==> src/rtl/seg7_scan_mux_if.sv <==
// Display-side bundle for seg7_scan_mux: scan control, per-digit data and the pin-level outputs.
// The blink_mask signal exists only when SEG7_BLINK_EN is defined.
interface seg7_scan_mux_if #(
   parameter int NUM_DIGITS = 4
);
   logic                      en;
   logic [4*NUM_DIGITS-1:0]   value;
   logic [NUM_DIGITS-1:0]     dp;
   logic [NUM_DIGITS-1:0]     blank;
`ifdef SEG7_BLINK_EN
   logic [NUM_DIGITS-1:0]     blink_mask;
`endif
   logic [NUM_DIGITS-1:0]     DIGIT;
   logic [7:0]                DISPLAY;
   logic                      frame_start;

`ifdef SEG7_BLINK_EN
   modport master (output en, value, dp, blank, blink_mask,
                   input  DIGIT, DISPLAY, frame_start);
   modport slave  (input  en, value, dp, blank, blink_mask,
                   output DIGIT, DISPLAY, frame_start);
`else
   modport master (output en, value, dp, blank,
                   input  DIGIT, DISPLAY, frame_start);
   modport slave  (input  en, value, dp, blank,
                   output DIGIT, DISPLAY, frame_start);
`endif
endinterface

==> src/rtl/seg7_scan_mux.sv <==
// Time-multiplexed common-anode 7-segment driver: hex decode, per-digit dp/blank, dead time per slot.
// Optional digit blinking is compiled in with SEG7_BLINK_EN.
module seg7_scan_mux #(
   parameter int NUM_DIGITS = 4,
   parameter int SCAN_DIV   = 1024,
   parameter int BLANK_CYC  = 16
`ifdef SEG7_BLINK_EN
   ,
   parameter int BLINK_FRAMES = 64
`endif
) (
   input  logic            clk,
   input  logic            rst_n,
   seg7_scan_mux_if.slave  bus
);
   localparam int CW = (SCAN_DIV > 1) ? $clog2(SCAN_DIV) : 1;
   localparam int IW = $clog2(NUM_DIGITS);
   localparam logic [CW-1:0] CNT_MAX   = CW'(SCAN_DIV - 1);
   localparam logic [CW-1:0] BLANK_LIM = CW'(BLANK_CYC);
   localparam logic [IW-1:0] IDX_MAX   = IW'(NUM_DIGITS - 1);
   localparam logic [NUM_DIGITS-1:0] SEL_ONE = {{(NUM_DIGITS-1){1'b0}}, 1'b1};

   logic [CW-1:0]         cnt;
   logic [IW-1:0]         idx;
   logic [3:0]            lat_nib;
   logic                  lat_dp;
   logic                  lat_blank;
   logic                  dark_now;
   logic [NUM_DIGITS-1:0] dig_q;
   logic [7:0]            disp_q;
   logic                  fs_q;

   function automatic logic [6:0] seg_decode(input logic [3:0] nib);
      case (nib)
         4'h0: seg_decode = 7'h40;
         4'h1: seg_decode = 7'h79;
         4'h2: seg_decode = 7'h24;
         4'h3: seg_decode = 7'h30;
         4'h4: seg_decode = 7'h19;
         4'h5: seg_decode = 7'h12;
         4'h6: seg_decode = 7'h02;
         4'h7: seg_decode = 7'h78;
         4'h8: seg_decode = 7'h00;
         4'h9: seg_decode = 7'h10;
         4'hA: seg_decode = 7'h08;
         4'hB: seg_decode = 7'h03;
         4'hC: seg_decode = 7'h46;
         4'hD: seg_decode = 7'h21;
         4'hE: seg_decode = 7'h06;
         default: seg_decode = 7'h0E;
      endcase
   endfunction

`ifdef SEG7_BLINK_EN
   localparam int FW = $clog2(BLINK_FRAMES + 1);
   localparam logic [FW-1:0] FRM_RELOAD = FW'(BLINK_FRAMES - 1);
   localparam logic [FW-1:0] FRM_INIT   = FW'(BLINK_FRAMES);
   logic [FW-1:0] frm_tmr;
   logic          blink_phase;
   logic          lat_blink;

   // Phase only toggles at a digit-0 slot start, so it is stable across any single slot.
   always_ff @(posedge clk or negedge rst_n) begin
      if (!rst_n) begin
         frm_tmr     <= FRM_INIT;
         blink_phase <= 1'b0;
         lat_blink   <= 1'b0;
      end else if (bus.en && (cnt == '0)) begin
         lat_blink <= bus.blink_mask[idx];
         if (idx == '0) begin
            if (frm_tmr == '0) begin
               frm_tmr     <= FRM_RELOAD;
               blink_phase <= ~blink_phase;
            end else begin
               frm_tmr <= frm_tmr - 1'b1;
            end
         end
      end
   end

   assign dark_now = lat_blank | (blink_phase & lat_blink);
`else
   assign dark_now = lat_blank;
`endif

   always_ff @(posedge clk or negedge rst_n) begin
      if (!rst_n) begin
         cnt       <= '0;
         idx       <= '0;
         lat_nib   <= '0;
         lat_dp    <= 1'b0;
         lat_blank <= 1'b0;
         dig_q     <= '1;
         disp_q    <= 8'hFF;
         fs_q      <= 1'b0;
      end else if (bus.en) begin
         if (cnt == CNT_MAX) begin
            cnt <= '0;
            idx <= (idx == IDX_MAX) ? '0 : idx + 1'b1;
         end else begin
            cnt <= cnt + 1'b1;
         end
         if (cnt == '0) begin
            lat_nib   <= bus.value[{idx, 2'b00} +: 4];
            lat_dp    <= bus.dp[idx];
            lat_blank <= bus.blank[idx];
         end
         fs_q <= (cnt == '0) && (idx == '0);
         // BLANK_CYC >= 1 keeps the latch cycle dark, so fresh latch data is never needed early.
         if ((cnt < BLANK_LIM) || dark_now) begin
            dig_q  <= '1;
            disp_q <= 8'hFF;
         end else begin
            dig_q  <= ~(SEL_ONE << idx);
            disp_q <= {~lat_dp, seg_decode(lat_nib)};
         end
      end else begin
         dig_q  <= '1;
         disp_q <= 8'hFF;
         fs_q   <= 1'b0;
      end
   end

   assign bus.DIGIT       = dig_q;
   assign bus.DISPLAY     = disp_q;
   assign bus.frame_start = fs_q;
endmodule

==> src/flat_wrapper.sv <==
// flat-port wrapper written by rule: the top's interface ports become plain ports
module seg7_scan_mux_flat 
#(
   parameter int NUM_DIGITS = 4,
   parameter int SCAN_DIV   = 1024,
   parameter int BLANK_CYC  = 16

)
  (clk, rst_n, bus_en, bus_value, bus_dp, bus_blank, bus_DIGIT, bus_DISPLAY, bus_frame_start);
  seg7_scan_mux_if #(.NUM_DIGITS(NUM_DIGITS)) bus_i ();
  input  logic clk;
  input  logic rst_n;
  input wire logic [$bits(bus_i.en)-1:0] bus_en;
  input wire logic [$bits(bus_i.value)-1:0] bus_value;
  input wire logic [$bits(bus_i.dp)-1:0] bus_dp;
  input wire logic [$bits(bus_i.blank)-1:0] bus_blank;
  output wire logic [$bits(bus_i.DIGIT)-1:0] bus_DIGIT;
  output wire logic [$bits(bus_i.DISPLAY)-1:0] bus_DISPLAY;
  output wire logic [$bits(bus_i.frame_start)-1:0] bus_frame_start;
  assign bus_i.en = bus_en;
  assign bus_i.value = bus_value;
  assign bus_i.dp = bus_dp;
  assign bus_i.blank = bus_blank;
  assign bus_DIGIT = bus_i.DIGIT;
  assign bus_DISPLAY = bus_i.DISPLAY;
  assign bus_frame_start = bus_i.frame_start;
  seg7_scan_mux #(.NUM_DIGITS(NUM_DIGITS), .SCAN_DIV(SCAN_DIV), .BLANK_CYC(BLANK_CYC)) u_core (.clk(clk), .rst_n(rst_n), .bus(bus_i));
endmodule
==> config.mk <==
export PLATFORM = sky130hd
export DESIGN_NAME = seg7_scan_mux_flat
export DESIGN_NICKNAME = d
export VERILOG_FILES = /design/src/rtl/seg7_scan_mux_if.sv /design/src/rtl/seg7_scan_mux.sv /design/src/flat_wrapper.sv
export SDC_FILE = /design/constraint.sdc
export NUM_CORES = 1
export LEC_CHECK = 0
export CAP_MARGIN = 40
export CORE_MARGIN = 2
export CORE_UTILIZATION = 45
export CTS_CLUSTER_DIAMETER = 30
export DETAILED_ROUTE_END_ITERATION = 8
export HOLD_SLACK_MARGIN = 0.08
export PLACE_DENSITY = 0.73
export SYNTH_ARGS = -nofsm -noshare
export SYNTH_HDL_FRONTEND = slang
export SYNTH_SLANG_ARGS = --single-unit
==> constraint.sdc <==
create_clock -name clk -period 1.95 [get_ports clk]
set_input_delay 0.39 -clock clk [delete_from_list [all_inputs] [get_ports clk]]
set_output_delay 0.39 -clock clk [all_outputs]
set_load 0.05 [all_outputs]
==> impl_metrics.csv <==
group,metric,value,unit
finish,layout_common_cells,"27 x clkdlybuf4s50_1, 19 x dfrtp_1, 16 x buf_4, 14 x nand2_1, 13 x ha_1",
synthesis,synth_compound_area_frac,0.0677,
timing,relSlewSlack,0.666,
pwr,ir_drop,447,µV
placed_design,port_buffers,39,
synthesis,avgSynthCellArea,12.3,µm²
clock_tree,clockBufferDepth,2,
timing,hold_viol_final,0,
placed_design,routabilityCongestion,0.798,
routing,wl_met1,1390,µm
synthesis,synth-seq-cells,31,
clock_tree,cts_sinks,31,
clock_tree,cts_resized,0,
clock_tree,clkTransAtPathRegs,60,ps
hold_path,hp-class,"reg2reg",
critical_path,crit_path_cell_trace,"clkdlybuf4s50_1",
synthesis,synth_top_family_by_area,"multiplexers",
die,std_cell_rows,22,
finish,final_common_cell,"clkdlybuf4s50_1",
synthesis,synthDistinctLibCells,34,
routing,antenna_left,0,
grt,antenna_found_initial,0,
grt,overflow,0,
routing,met2_length,1480,µm
job,drv_cap,0,
timing,rsz0062_at_grt,"false",
routing,wl_per_cell,13.2,µm
finish,area_growth,29.2,%
routing,first_pass_iters,4,
grt,grt_pass1_wl,5500,µm
timing,setup_viol,0,
pwr,power.density,1250,mW/mm²
critical_path,slowest_delay,800,ps
die,fp.coreArea,0.00372,mm²
placed_design,place_hpwl,2370,µm
clock_tree,cts_max_level,2,
synthesis,synthAdderAreaFrac,0.0927,
clock_tree,cts_setup_buffers,0,
routing,dr_wl_met3,158,µm
critical_path,cp_top_family,"buffers and inverters",
critical_path,start_kind,"flip-flop",
routing,wl,3090,µm
synthesis,ys_seq_area_frac,0.450,
synthesis,synth-simple-area-share,0.141,
clock_tree,cts_tree,"built",
run_status,status,"finished, final reports clean",
critical_path,crit_buf_inv,1,
clock_tree,insertion_delay,270,ps
timing,min_period_over_period,0.909,
synthesis,synth_ff_type,"dfrtp_1",
timing,holdWs,409,ps
timing,fin_skew,6.47,ps
routing,vias,1216,
finish,final_layout_size_suffix_gt1_frac,0.262,
routing,routed.top_layer,"met4",
die,top_level_ports,40,
critical_path,worstPathRequired,1560,ps
critical_path,cp_slowest_cell,"clkdlybuf4s50_1",
routing,remaining_drc_errors,0,
pwr,p_leak,0.980,nW
grt,grt_pass1_vias,1198,
critical_path,critPathMaxFanout,1,
finish,layout.nets,226,
critical_path,critPathCaptureType,"output pin",
timing,tightest_slew,499,ps
clock_tree,numCtsBuffers,5,
grt,grtUsageTotal,0.166,
clock_tree,clockRootBuffer,"clkbuf_8",
synthesis,synth_edf_count,0,
timing,tns,0,ps
routing,first_iter_violations,27,
timing,slew_violations,0,
synthesis,syn-instance-count,143,
synthesis,syn_nets,183,
synthesis,muxShareOfSynthArea,0.177,
die,die_x,66.5,µm
synthesis,syn_area,0.00176,mm²
timing,finalCriticalPeriod,1770,ps
finish,n_antenna_cell,0,
die,dieHeight,66.5,µm
routing,vias_per_cell,5.17,
critical_path,crit_type,"reg2out",
die,start_util,0.472,
synthesis,yosysWarnings,0,
timing,max_freq,0.564,GHz
grt,grt_max_degree,32,
synthesis,synth_xor_area_frac,0.0299,
clock_tree,cts_hold_buf,0,
synthesis,async_flop_share,1.00,
die,die-area,0.00442,mm²
critical_path,cp.arrival,1380,ps
[sequential cells by signal, summed over array words and instances (netlist names)]
register	count
u_core.lat_nib	4
u_core.bus.frame_start	1
u_core.bus.DISPLAY	8
u_core.cnt	10
u_core.lat_dp	1
u_core.idx	2
u_core.dark_now	1
u_core.bus.DIGIT	4
[cell families after synthesis]
family | Yosys count
AND/OR/NAND/NOR | 40
buffers and inverters | 16
flip-flops | 31
adder cells (fa/ha/maj) | 13
XOR/XNOR | 6
AO/OA/AOI/OAI | 17
multiplexers | 20
[power by group]
| part | leakage (nW) | internal [W] | total, W | switching (W) |
|---|---|---|---|---|
| Sequential | 0.369 | 0.000901 | 0.00116 | 0.000260 |
| Combinational | 0.559 | 0.000486 | 0.00114 | 0.000651 |
| Clock | 0.0515 | 0.000321 | 0.000533 | 0.000212 |
| Total | 0.980 | 0.00171 | 0.00283 | 0.00112 |
[synth_stat cells (all sizes together), types with 3 or more instances]
cell | instances | area, µm²
dfrtp | 19 | 475
nand2 | 14 | 52.6
ha | 13 | 163
dfstp | 12 | 315
mux2 | 11 | 124
inv | 9 | 33.8
nor2 | 7 | 26.3
mux4 | 6 | 158
xnor2 | 6 | 52.6
o211ai | 5 | 37.5
buf | 4 | 26.3
nand3 | 4 | 32.5
nand4 | 4 | 31.3
a21oi | 3 | 15.0
clkbuf | 3 | 11.3
mux2i | 3 | 30.0
nand2b | 3 | 18.8
o311ai | 3 | 26.3
[per-stage QoR]
step	worst slack [ps]	utilization	cells	area [µm²]	total power, W
after floorplan	535	-	143	1760	0.00197
after global placement	226	0.584	227	2170	0.00225
after detailed placement	201	0.584	227	2170	0.00230
after CTS	161	0.610	235	2270	0.00285
after global routing	129	0.610	235	2270	0.00303
final	178	0.610	235	2270	0.00283
[final timing paths]
path	from	to	slack, ps	cells past startpoint
worst max-delay path	u_core.bus.frame_start	bus_frame_start	180	1
worst min-delay path	u_core.lat_dp	u_core.bus.DISPLAY[7]	410	1
worst max register to register	u_core.idx[0]	u_core.lat_nib[0]	300	2
worst min register to register	u_core.lat_dp	u_core.bus.DISPLAY[7]	410	1
max in group asynchronous	rst_n	u_core.bus.DISPLAY[4]	1140	2
min in group asynchronous	rst_n	u_core.lat_nib[3]	500	2
[area by class of cell]
cell class                      count  area, µm²
Clock buffer                        8        100
Sequential cell                    31        791
Timing Repair Buffer               43        390
Inverter                            9       33.8
Tap cell                           48       60.1
Multi-Input combinational cell     96        893
Fill cell                         317       1450
[metal layers]
metal	vias up	track usage
li1	599	-
met1	572	0.210
met2	38	0.276
met3	7	0.0321
met4	0	0.0740
met5	-	0
(Power assumes the default switching activity.)
